===== config.mk =====
export PLATFORM = sky130hd
export DESIGN_NAME = boton_antirrebote
export DESIGN_NICKNAME = d
export VERILOG_FILES = /design/src/rtl/antirrebote_pkg.sv /design/src/rtl/sincronizador_2ff.sv /design/src/rtl/boton_antirrebote.sv
export SDC_FILE = /design/constraint.sdc
export NUM_CORES = 1
export LEC_CHECK = 0
export CAP_MARGIN = 20
export CORE_MARGIN = 2
export CORE_UTILIZATION = 55
export CTS_CLUSTER_DIAMETER = 150
export DETAILED_ROUTE_END_ITERATION = 10
export HOLD_SLACK_MARGIN = 0.1
export PLACE_DENSITY = 0.84
export SLEW_MARGIN = 20
export SYNTH_ARGS = -nofsm -noshare
export SYNTH_HDL_FRONTEND = slang
export SYNTH_SLANG_ARGS = --single-unit
export TNS_END_PERCENT = 50

===== constraint.sdc =====
create_clock -name clk -period 2.4 [get_ports clk]
set_clock_uncertainty 0.15 [all_clocks]
set_input_delay 0.48 -clock clk [delete_from_list [all_inputs] [get_ports clk]]
set_output_delay 0.48 -clock clk [all_outputs]
set_load 0.02 [all_outputs]

===== src/rtl/antirrebote_pkg.sv =====
// rtl/antirrebote_pkg.sv - shared types and sizing helpers for the button debouncer
package antirrebote_pkg;

   // Debouncer FSM states
   typedef enum logic [2:0] {
      IDLE,
      PRESS_WAIT,
      HELD,
      REPEAT,
      RELEASE_WAIT
   } estado_t;

   // Smallest counter width ever produced, even for degenerate parameter sets
   localparam int CNT_W_MIN = 1;

   // Largest of three cycle-count parameters
   function automatic int max3(input int a, input int b, input int c);
      int m;
      m = a;
      if (b > m) m = b;
      if (c > m) m = c;
      return m;
   endfunction

   // Width of the shared cycle counter, sized for the largest count in use
   function automatic int cnt_w(input int a, input int b, input int c);
      int w;
      w = $clog2(max3(a, b, c));
      return (w < CNT_W_MIN) ? CNT_W_MIN : w;
   endfunction

endpackage


===== src/rtl/sincronizador_2ff.sv =====
// rtl/sincronizador_2ff.sv - two-flop synchronizer for asynchronous board inputs
module sincronizador_2ff #(
   parameter bit RESET_VAL = 1'b0
) (
   input  logic clk,
   input  logic rst,
   input  logic d,
   output logic q
);

   logic meta;

   // Two-stage capture; reset loads the input's idle level so no false edge appears
   always_ff @(posedge clk or posedge rst) begin
      if (rst) begin
         meta <= RESET_VAL;
         q    <= RESET_VAL;
      end else begin
         meta <= d;
         q    <= meta;
      end
   end

endmodule


===== src/rtl/boton_antirrebote.sv =====
// rtl/boton_antirrebote.sv - push-button debouncer with press/release strobes and auto-repeat
module boton_antirrebote
   import antirrebote_pkg::*;
#(
   parameter int DEBOUNCE_CYCLES = 500_000,
   parameter bit REPEAT_EN       = 1'b0,
   parameter int REPEAT_DELAY    = 25_000_000,
   parameter int REPEAT_PERIOD   = 5_000_000,
   parameter bit ACTIVE_LOW      = 1'b1
) (
   input  logic clk,
   input  logic rst,
   input  logic btn_raw,
   output logic btn_level,
   output logic press_pulse,
   output logic release_pulse
);

   localparam int CNT_W = cnt_w(DEBOUNCE_CYCLES, REPEAT_DELAY, REPEAT_PERIOD);

   localparam logic [CNT_W-1:0] DEB_LAST = CNT_W'(DEBOUNCE_CYCLES - 1);
   localparam logic [CNT_W-1:0] DLY_LAST = CNT_W'(REPEAT_DELAY - 1);
   localparam logic [CNT_W-1:0] PER_LAST = CNT_W'(REPEAT_PERIOD - 1);
   localparam logic [CNT_W-1:0] CNT_MAX  = '1;

   logic             btn_sync;
   logic             s;
   estado_t          state;
   estado_t          state_d;
   logic [CNT_W-1:0] cnt;
   logic [CNT_W-1:0] cnt_d;
   logic [CNT_W-1:0] cnt_inc;
   logic             press_d;
   logic             release_d;
   logic             level_d;

   sincronizador_2ff #(
      .RESET_VAL (ACTIVE_LOW)
   ) u_sync (
      .clk (clk),
      .rst (rst),
      .d   (btn_raw),
      .q   (btn_sync)
   );

   // s = 1 means pressed regardless of board polarity
   assign s = btn_sync ^ ACTIVE_LOW;

   // Saturating increment keeps a long hold without repeat from wrapping
   assign cnt_inc = (cnt == CNT_MAX) ? cnt : cnt + CNT_W'(1);

   // State and shared counter registers
   always_ff @(posedge clk or posedge rst) begin
      if (rst) begin
         state <= IDLE;
         cnt   <= '0;
      end else begin
         state <= state_d;
         cnt   <= cnt_d;
      end
   end

   // Next-state and counter update; counter clears on every state change
   always_comb begin
      state_d = state;
      case (state)
         IDLE: begin
            if (s) state_d = PRESS_WAIT;
         end
         PRESS_WAIT: begin
            if (!s)                   state_d = IDLE;
            else if (cnt == DEB_LAST) state_d = HELD;
         end
         HELD: begin
            if (!s)                                state_d = RELEASE_WAIT;
            else if (REPEAT_EN && cnt == DLY_LAST) state_d = REPEAT;
         end
         REPEAT: begin
            if (!s) state_d = RELEASE_WAIT;
         end
         RELEASE_WAIT: begin
            if (s)                    state_d = HELD;
            else if (cnt == DEB_LAST) state_d = IDLE;
         end
         default: state_d = IDLE;
      endcase

      cnt_d = cnt_inc;
      if (state_d != state)
         cnt_d = '0;
      else if (state == IDLE)
         cnt_d = '0;
      else if (state == REPEAT && cnt == PER_LAST)
         cnt_d = '0;
   end

   // Output decode from the transition about to happen, registered below
   always_comb begin
      press_d   = 1'b0;
      release_d = 1'b0;
      level_d   = 1'b0;
      if (state == PRESS_WAIT && state_d == HELD)
         press_d = 1'b1;
      if (state == HELD && state_d == REPEAT)
         press_d = 1'b1;
      if (state == REPEAT && state_d == REPEAT && cnt == PER_LAST)
         press_d = 1'b1;
      if (state == RELEASE_WAIT && state_d == IDLE)
         release_d = 1'b1;
      if (state_d == HELD || state_d == REPEAT || state_d == RELEASE_WAIT)
         level_d = 1'b1;
   end

   // Registered outputs so nothing combinational reaches the pins
   always_ff @(posedge clk or posedge rst) begin
      if (rst) begin
         btn_level     <= 1'b0;
         press_pulse   <= 1'b0;
         release_pulse <= 1'b0;
      end else begin
         btn_level     <= level_d;
         press_pulse   <= press_d;
         release_pulse <= release_d;
      end
   end

endmodule


* Yosys cells after proc, flatten, opt, wreduce, memory -nomap -nowiden
Index checks and enable logic that the tools add are counted.
** Storage, ports and cells
- Flip-flop bits (word level) :: 33
** Operators by class
- Multiplexer cells :: 16
- Reductions and logical operators :: 11
- Add/subtract/negate cells :: 1
- Equality and inequality tests :: 12
** Operators with widths (count)
- $mux W25 :: 4
- $add A25 B1 Y25 const B :: 1
- $eq A25 B19 Y1 const B :: 1
- $eq A25 B23 Y1 const B :: 1
- $eq A25 B25 Y1 const B :: 1
- $mux W3 :: 6
- $eq A3 B2 Y1 const B :: 4
- $pmux W3 S4 :: 1
- $eq A3 B3 Y1 const B :: 2
- $logic_and A1 B1 Y1 :: 6
- $logic_not A3 Y1 :: 2
- $mux W1 :: 5
- $ne A4 B1 Y1 const B :: 1
- $eq A3 B1 Y1 const B :: 1
- $ne A3 B3 Y1 :: 1
- $logic_or A1 B1 Y1 :: 2
- $reduce_or A2 Y1 :: 1

* Longest topological paths before layout
Gate-level depths: netlist of the first run.
- Depth in word-level cells :: 9
- Mapped depth :: 8

* Cells and area by module
A second synthesis of the first run with hierarchy kept.
** Unflattened totals
- Cells, all modules :: 177
- Area, all modules :: 1771.7 sq um
** By module, submodules not included
- boton_antirrebote :: area an instance 1715.4 sq um, seq. area each 775.7 sq um, instances 1, cells an instance 174
- sincronizador_2ff :: area an instance 56.3 sq um, seq. area each 52.6 sq um, instances 1, cells an instance 3

* Worst setup path before layout of the first run
OpenSTA, ideal clock, no wires.
- Path type :: register to register
- Start :: register cnt[0]
- End :: register cnt[11]
- Required time :: 2.180 ns
- Clock period less this slack :: 2.202 ns
- Library setup time :: 0.070 ns
- Cell stages (with the launch flop) :: 9
- Buffers on the path :: 2
- Slack :: 0.198 ns
- Arrival time :: 1.983 ns
- Path through :: dfrtp_1 > ha_1 > and4_1 > and3_1 > buf_2 > a41oi_2 > o311ai_4 > buf_6 > nor2_2
** Between the ends
- Word-level cells in the longest chain between the ends :: 6
- Elaborated cells between the ends (all ways) :: 16
- Classes of those cells :: add/sub: 1; eq/ne: 5; mux: 9; reduce/logical: 1
** Ends and longest elaborated chain
- start: declaration :: RTL line boton_antirrebote.sv:30 : logic [CNT_W-1:0] cnt;
- start signal: assignment :: RTL line boton_antirrebote.sv:59 : cnt <= cnt_d;
- parallel branches: the longest is 6 deep, another holds $add A25 B1 Y25
Parallel ways; which one is timed is not known. The select of a mux whose other input is x is not followed.
A chain may end at the register's enable or synchronous reset.

* Worst setup path in the final report of the first run
- Start :: register cnt[0]
- End :: register cnt[23]
Same word-level chain as after synthesis.

==> impl_results.md, run 1 <==
* Mapped Area at 1940 um^2
* Post-route setup slack at 99.1 ps
* Final period util at 95.9%
* Combinational share of power at 6.0%
* EDFF count, synth at 0
* Number of remaining DRC errors at 0
* Async S/R FF share, synth at 100%
* Filler Cells Inserted at a little under 300
* Final Hold Violating Endpoints at 0
* Post-route design area at 2200 um^2
* CP required at about 2500 ps
* Status: finished clean
* Final slew viol count at 0
* Power density over the cells at 419 nW/um^2
* Hold Crit Depth at 0
* CTS tree: yes
* Relative slew slack at 52.5%
* Total number of vias at 1687
* FP Rows at 21
* First-pass GRT wire length at 7530 um
* Drt total wl at roughly 4300 um
* Pre-CTS setup slack at 33.6 ps
* Worst-skew pair later-pin latency at 350 ps
* Syn Inst Count at 206
* Fin crit period at between 2000 and 2500 ps
* Cell taking the most area after synthesis: dfrtp_1
* Crit path max fanout at 18
* Syn. warnings at 0
* Most frequent cells after synthesis: dfrtp_1, nand2_1, a21oi_1, nand3_1, xnor2_1
* Peak supply drop at between 0.3 and 0.4 mV
* Post-route ant nets at 0
* Tightest Pin Transition at between 700 and 800 ps
* WHS at 213 ps
* Main synth FF type: dfrtp_1
* FF+latch area at just over 800 um^2
* Hold_sp: u_sync.meta
* Leakage at about 0.79 nW
* Worst setup path start: cnt[0]
* RSZ-0062 raised after global routing: true
* R2R Path End: cnt[23]
* CTS Buffer Depth at 2
* Initial antenna violation count at 0
* Crit end category: flip-flop
* Vias per cell at 6.25
* N_diodes at 0
* Count leader, synth: dfrtp_1
* Ratio of cells with drive above 1 in the final layout at 21.0%
* Total track usage at about a quarter
* CP Data Arrival Time at between 2000 and 2500 ps
* RR Startpoint: cnt[0]
* Register-to-register setup slack at 100 ps
* Share of the synthesized area in the top cell type at 39.9%
* Root buf cell: clkbuf_4
* Synthesized flop and latch total at 33
* GP Congestion at 0.895
* Synthesis-to-finish area growth at 13.5%
* First drt pass iteration count at 4
* Clk sink count at 33
* WS Path Type: reg2reg
* DIE AREA at 4020 um^2
* Post-Syn Nets at 210
* Footprint of the multi-input gates at 1080 um^2
* Sw Pwr at around 0.23 mW
* Setup TNS at 0 ps
* DIE HEIGHT at ~63 um
* Final Util at 65.6%
* H-tree levels at 2
* Main area contributors after synthesis: dfrtp_1, xnor2_1, a21oi_1
* Clock buffer count from CTS at 5
* Core Region at 3360 um^2
* Syn avg cell area at 9.43 um^2
* Distinct cells, synth at 46
* Drt first-iter violations at 143
* Sw Share at 25.0%
* Sequential power share at between 60% and 70%
* Drt wl/cell at 15.8 um
* Max_cap viols at 0
* Initial Util at 57.7%
* Layout Nets at ~230
* Clock network fraction of total power at 32.4%
* Ports at 6
* Largest net degree at the start of global routing at 34
* Max Freq at 0.435 GHz
* Cts hold-fix bufs at 0
* Cell Int Power at 0.693 mW
* Sequential element share of the synthesized area at between 40% and 50%
* IO buf count at 5
* Number of global-route vias before repair at 1623
* Area after DPL at 2120 um^2
* Total gr overflow at 0
* Clk slew on worst S/H paths at 100 ps
* Register-to-Register Path Depth at 7
* Hold WC Path Type: reg2reg
* # setup viols final at 0
* Startpoint types: flip-flop
* Hold Path Sink: u_sync.q
* HPWL Detailed at 3090 um
* Die X at 63.4 um
==> timing repair <==
item | in CTS | in global routing
setup endpoints to repair | 0 | 26
buffers inserted | 0 | 0
gates resized for setup | 0 | 5
==> worst max path at each step <==
stage / end / slack, ps / cells after the start
5_1_grt: cnt[15] / -10 / 6
6_report: cnt[23] / 100 / 7
2_1_floorplan: cnt[11] / 200 / 8
3_3_place_gp: cnt[23] / 150 / 7
3_5_place_dp: cnt[15] / 30 / 6
4_1_cts: cnt[15] / 3 / 6
==> critical path, stage by stage (launching register included) <==
cell	delay (ps)
dfrtp_1	430
ha_1	230
and4_1	230
and3_1	260
a31oi_2	370
o311ai_4	170
buf_12	190
nor3_1	180
==> registers in the layout, summed over array words and instances (netlist names) <==
| name | flops |
|---|---|
| btn_level | 1 |
| cnt | 25 |
| press_pulse | 1 |
| release_pulse | 1 |
| state | 3 |
| u_sync.meta | 1 |
| u_sync.q | 1 |
==> cell type report <==
type	instances	area share, %
Sequential cell	33	37.6
Inverter	7	1.19
Multi-Input combinational cell	158	48.9
Timing Repair Buffer	18	7.26
Clock buffer	5	1.70
Tap cell	46	2.61
Clock inverter	3	0.795
==> per-stage QoR <==
stage	std cells	power, mW
2_1_floorplan	206	0.615
3_3_place_gp	262	0.630
3_5_place_dp	262	0.633
4_1_cts	270	0.934
5_1_grt	270	0.966
6_report	270	0.923
==> layer usage <==
metal  up-vias  global-route usage (%)  part of all wire, %
li1        806                       -                    -
met1       804                    33.3                   45
met2        60                    36.8                   47
met3        17                    5.00                  5.1
met4         0                    11.7                  3.0
met5         -                       0                    0
==> kinds of logic after synthesis <==
| logic type | share of synthesized area (%) |
|---|---|
| and+or+nand+nor | 30.4 |
| AOI/OAI and AO/OA | 15.5 |
| DFF | 42.7 |
| xor gates and xnor gates | 6.77 |
| buffers and inverters | 3.48 |
| muxes | 0.515 |
| adders and majority gates | 0.644 |
==> placed cells by master (no fill, tap or decap), types with 2 or more instances in the layout <==
cell type        count
or4_4                2
o21ai_0              5
a21oi_1             14
xor2_1               2
xnor2_1             13
inv_1                7
clkdlybuf4s50_1      5
nor2b_1              2
dfrtp_1             31
clkbuf_4             5
and3_1               4
nor3_1               8
nor4_1              10
dfstp_2              2
nand2_1             15
or3_1                2
o31a_1               3
nand3_1             14
nor2_2              10
nand4_1              9
nor2_1              10
nor4b_1              2
a211oi_1             6
buf_4               12
and4_1               4
clkinv_2             2
nand4_2              2
==> power by group through the flow <==
stage / registers (mW) / clock network [mW] / logic [mW]
finish: 0.569 / 0.299 / 0.0550
global route: 0.570 / 0.333 / 0.0625
CTS: 0.569 / 0.312 / 0.0530
detailed placement: 0.579 / 0 / 0.0532
global placement: 0.579 / 0 / 0.0514
floorplan: 0.576 / 0 / 0.0393
(Power assumes the default switching activity.)
==> run 2, diff against run 1 <==
--- a/config.mk
+++ b/config.mk
@@ -5,13 +5,15 @@
 export SDC_FILE = /design/constraint.sdc
 export NUM_CORES = 1
 export LEC_CHECK = 0
+export ABC_AREA = 1
 export CAP_MARGIN = 20
 export CORE_MARGIN = 2
 export CORE_UTILIZATION = 55
 export CTS_CLUSTER_DIAMETER = 150
 export DETAILED_ROUTE_END_ITERATION = 10
 export HOLD_SLACK_MARGIN = 0.1
-export PLACE_DENSITY = 0.84
+export PLACE_DENSITY = 0.83
+export REMOVE_ABC_BUFFERS = 1
 export SLEW_MARGIN = 20
 export SYNTH_ARGS = -nofsm -noshare
 export SYNTH_HDL_FRONTEND = slang
==> run 2 against run 1 <==
Net effect:
- synthesized cell count rose by 66%
- register-to-register slack improved by 80 ps
- critical path type unchanged
- critical endpoint is now cnt[0]
- largest cell class unchanged
- sequential power rose by 1%
==> impl_results.md, run 2 <==
* Status: finished clean
* DIE AREA at a little under 5000 um^2
* Cts hold-fix bufs at 0
* Number of remaining DRC errors at 0
* CTS Buffer Depth at 2
* Register-to-Register Path Depth at 10
* Die X at 69.7 um
* Syn avg cell area at 6.96 um^2
* Drt total wl at 6130 um
* Sw Pwr at 0.322 mW
* Most common cell after layout, fill and taps aside: nand2_1
* Synthesis-to-finish area growth at 10.3%
* Number of global-route vias before repair at 2149
* Max Freq at 0.450 GHz
* Fin crit period at 2220 ps
* Largest net degree at the start of global routing at 26
* Peak supply drop at 0.345 mV
* Worst-skew pair later-pin latency at 280 ps
* Register-to-register setup slack at 180 ps
* GP Congestion at 0.941
* Drt first-iter violations at 246
* Vias per cell at 5.68
* Crit end category: flip-flop
* Hold Crit Depth at 0
* Clock buffer count from CTS at 5
* Hold WC Path Type: reg2reg
* RSZ-0062 raised after global routing: false
* DIE HEIGHT at between 60 and 70 um
* Final Hold Violating Endpoints at 0
* Most frequent cells in the layout: nand2_1, nor2_1, inv_1, nand3_1, dfrtp_1
* IO buf count at 5
* Initial Util at 58.1%
* Distinct cells, synth at 34
* Cell taking the most area after synthesis: dfrtp_1
* Final period util at 92.7%
* Register with the most flip-flops: cnt
* Relative slew slack at 62.8%
* Combinational share of power at about an eighth
* Syn. warnings at 0
* Final slew viol count at 0
* Share of the synthesized area in the top cell type at 32.7%
* # setup viols final at 0
* Total gr overflow at 0
* Clock network fraction of total power at 38.0%
* Ratio of cells with drive above 1 in the final layout at 13.0%
* First drt pass iteration count at 5
* Main synth FF type: dfrtp_1
* Synthesized flop and latch total at 33
* Layout Nets at 358
* Async S/R FF share, synth at 100%
* First-pass GRT wire length at 10200 um
* CP required at 2470 ps
* Power density over the cells at 442 nW/um^2
* FP Rows at 23
* Leakage at 1.23 nW
* Ports at 6
* Drt wl/cell at 15.1 um
* Clk slew on worst S/H paths at 70 ps
* HPWL Detailed at between 4000 and 5000 um
* Syn Inst Count at around 340
* N_diodes at 0
* Main area contributors after synthesis: dfrtp_1, nand2_1, nor2_1
* Tightest Pin Transition at between 500 and 600 ps
* Root buf cell: clkbuf_8
* Setup TNS at 0 ps
* Clk sink count at 33
* CTS tree: yes
* EDFF count, synth at 0
* Most frequent cells after synthesis: nand2_1, nor2_1, inv_1, nand3_1, dfrtp_1
* Crit path max fanout at 8
* Sequential power share at 49.7%
* CP Data Arrival Time at 2290 ps
* WS Path Type: reg2reg
* Core Region at just over 4000 um^2
* Cell Int Power at 0.835 mW
* H-tree levels at 2
* Initial antenna violation count at 0
* Total track usage at 26.6%
* Sequential element share of the synthesized area at 34.9%
* Total number of vias at roughly 2300
* Count leader, synth: nand2_1
* Sw Share at 27.8%
* Regs by FF count: cnt x25, state x3
* Startpoint types: flip-flop
* Max_cap viols at 0
* Mapped Area at 2370 um^2
* Post-route ant nets at 0
* Final Util at 64.1%
* Max reg flops at 25
[run 2: worst paths after layout]
| kind | start | endpoint |
|---|---|---|
| hold reg to reg | u_sync.meta | u_sync.q |
| max in group asynchronous | rst | cnt[6] |
| setup / recovery | cnt[1] | cnt[0] |
| hold / removal | u_sync.meta | u_sync.q |
| setup reg to reg | cnt[1] | cnt[0] |
| min in group asynchronous | rst | cnt[18] |
[run 2: per-stage QoR]
step | setup slack (ps) | instance area, um^2 | std cells | hold slack, ps | power (mW)
after detailed placement | 11.3 | 2480 | 394 | 205 | 0.722
final | 176 | 2620 | 405 | 216 | 1.16
after global placement | 98.8 | 2480 | 394 | 197 | 0.719
after global routing | 27.6 | 2620 | 405 | 219 | 1.20
after CTS | 145 | 2570 | 402 | 218 | 1.15
after floorplan | 267 | 2320 | 334 | 195 | 0.674
[run 2: area by class of cell]
| type | count | area (um^2) |
|---|---|---|
| Fill cell | 379 | 1470 |
| Multi-Input combinational cell | 259 | 1340 |
| Sequential cell | 33 | 828 |
| Inverter | 42 | 158 |
| Timing Repair Buffer | 13 | 135 |
| Clock buffer | 8 | 90.1 |
| Tap cell | 50 | 62.6 |
[run 2: worst max-delay path, stage by stage (launching register included)]
cell and delay [ps]:
dfrtp_1 400, ha_1 280, nand2_2 110, nor2_4 200, nand3_4 130, nor2_4 140
nand4_4 140, nor2_8 240, buf_4 170, nand3_2 60, a21oi_2 130
[run 2: repair_timing]
item / CTS / global route
gates resized for setup: 1 / 1
pin swaps: 0 / 1
endpoints found under the hold margin: 0 / 0
setup buffers: 0 / 3
setup endpoints to repair: 8 / 14
[run 2: cells by family after synthesis]
group	count (synthesis)	share of synthesized area (%)
XOR/XNOR	8	2.95
adder cells (fa/ha/maj)	1	0.527
AND/OR/NAND/NOR	218	44.7
AO/OA/AOI/OAI	32	7.85
flip-flops	33	34.9
buffers and inverters	49	9.07
[run 2: layer usage]
metal	part of all wire [%]	track usage, %
met1	41	37.2
met2	46	40.7
met3	8.7	4.65
met4	3.5	11.3
met5	0	0
[run 2: power groups by stage]
stage / combinational, mW / clock (mW) / sequential, mW
after global routing: 0.161 / 0.466 / 0.576
final: 0.143 / 0.439 / 0.575
after detailed placement: 0.137 / 0 / 0.585
after CTS: 0.140 / 0.440 / 0.575
after global placement: 0.135 / 0 / 0.585
after floorplan: 0.0873 / 0 / 0.587
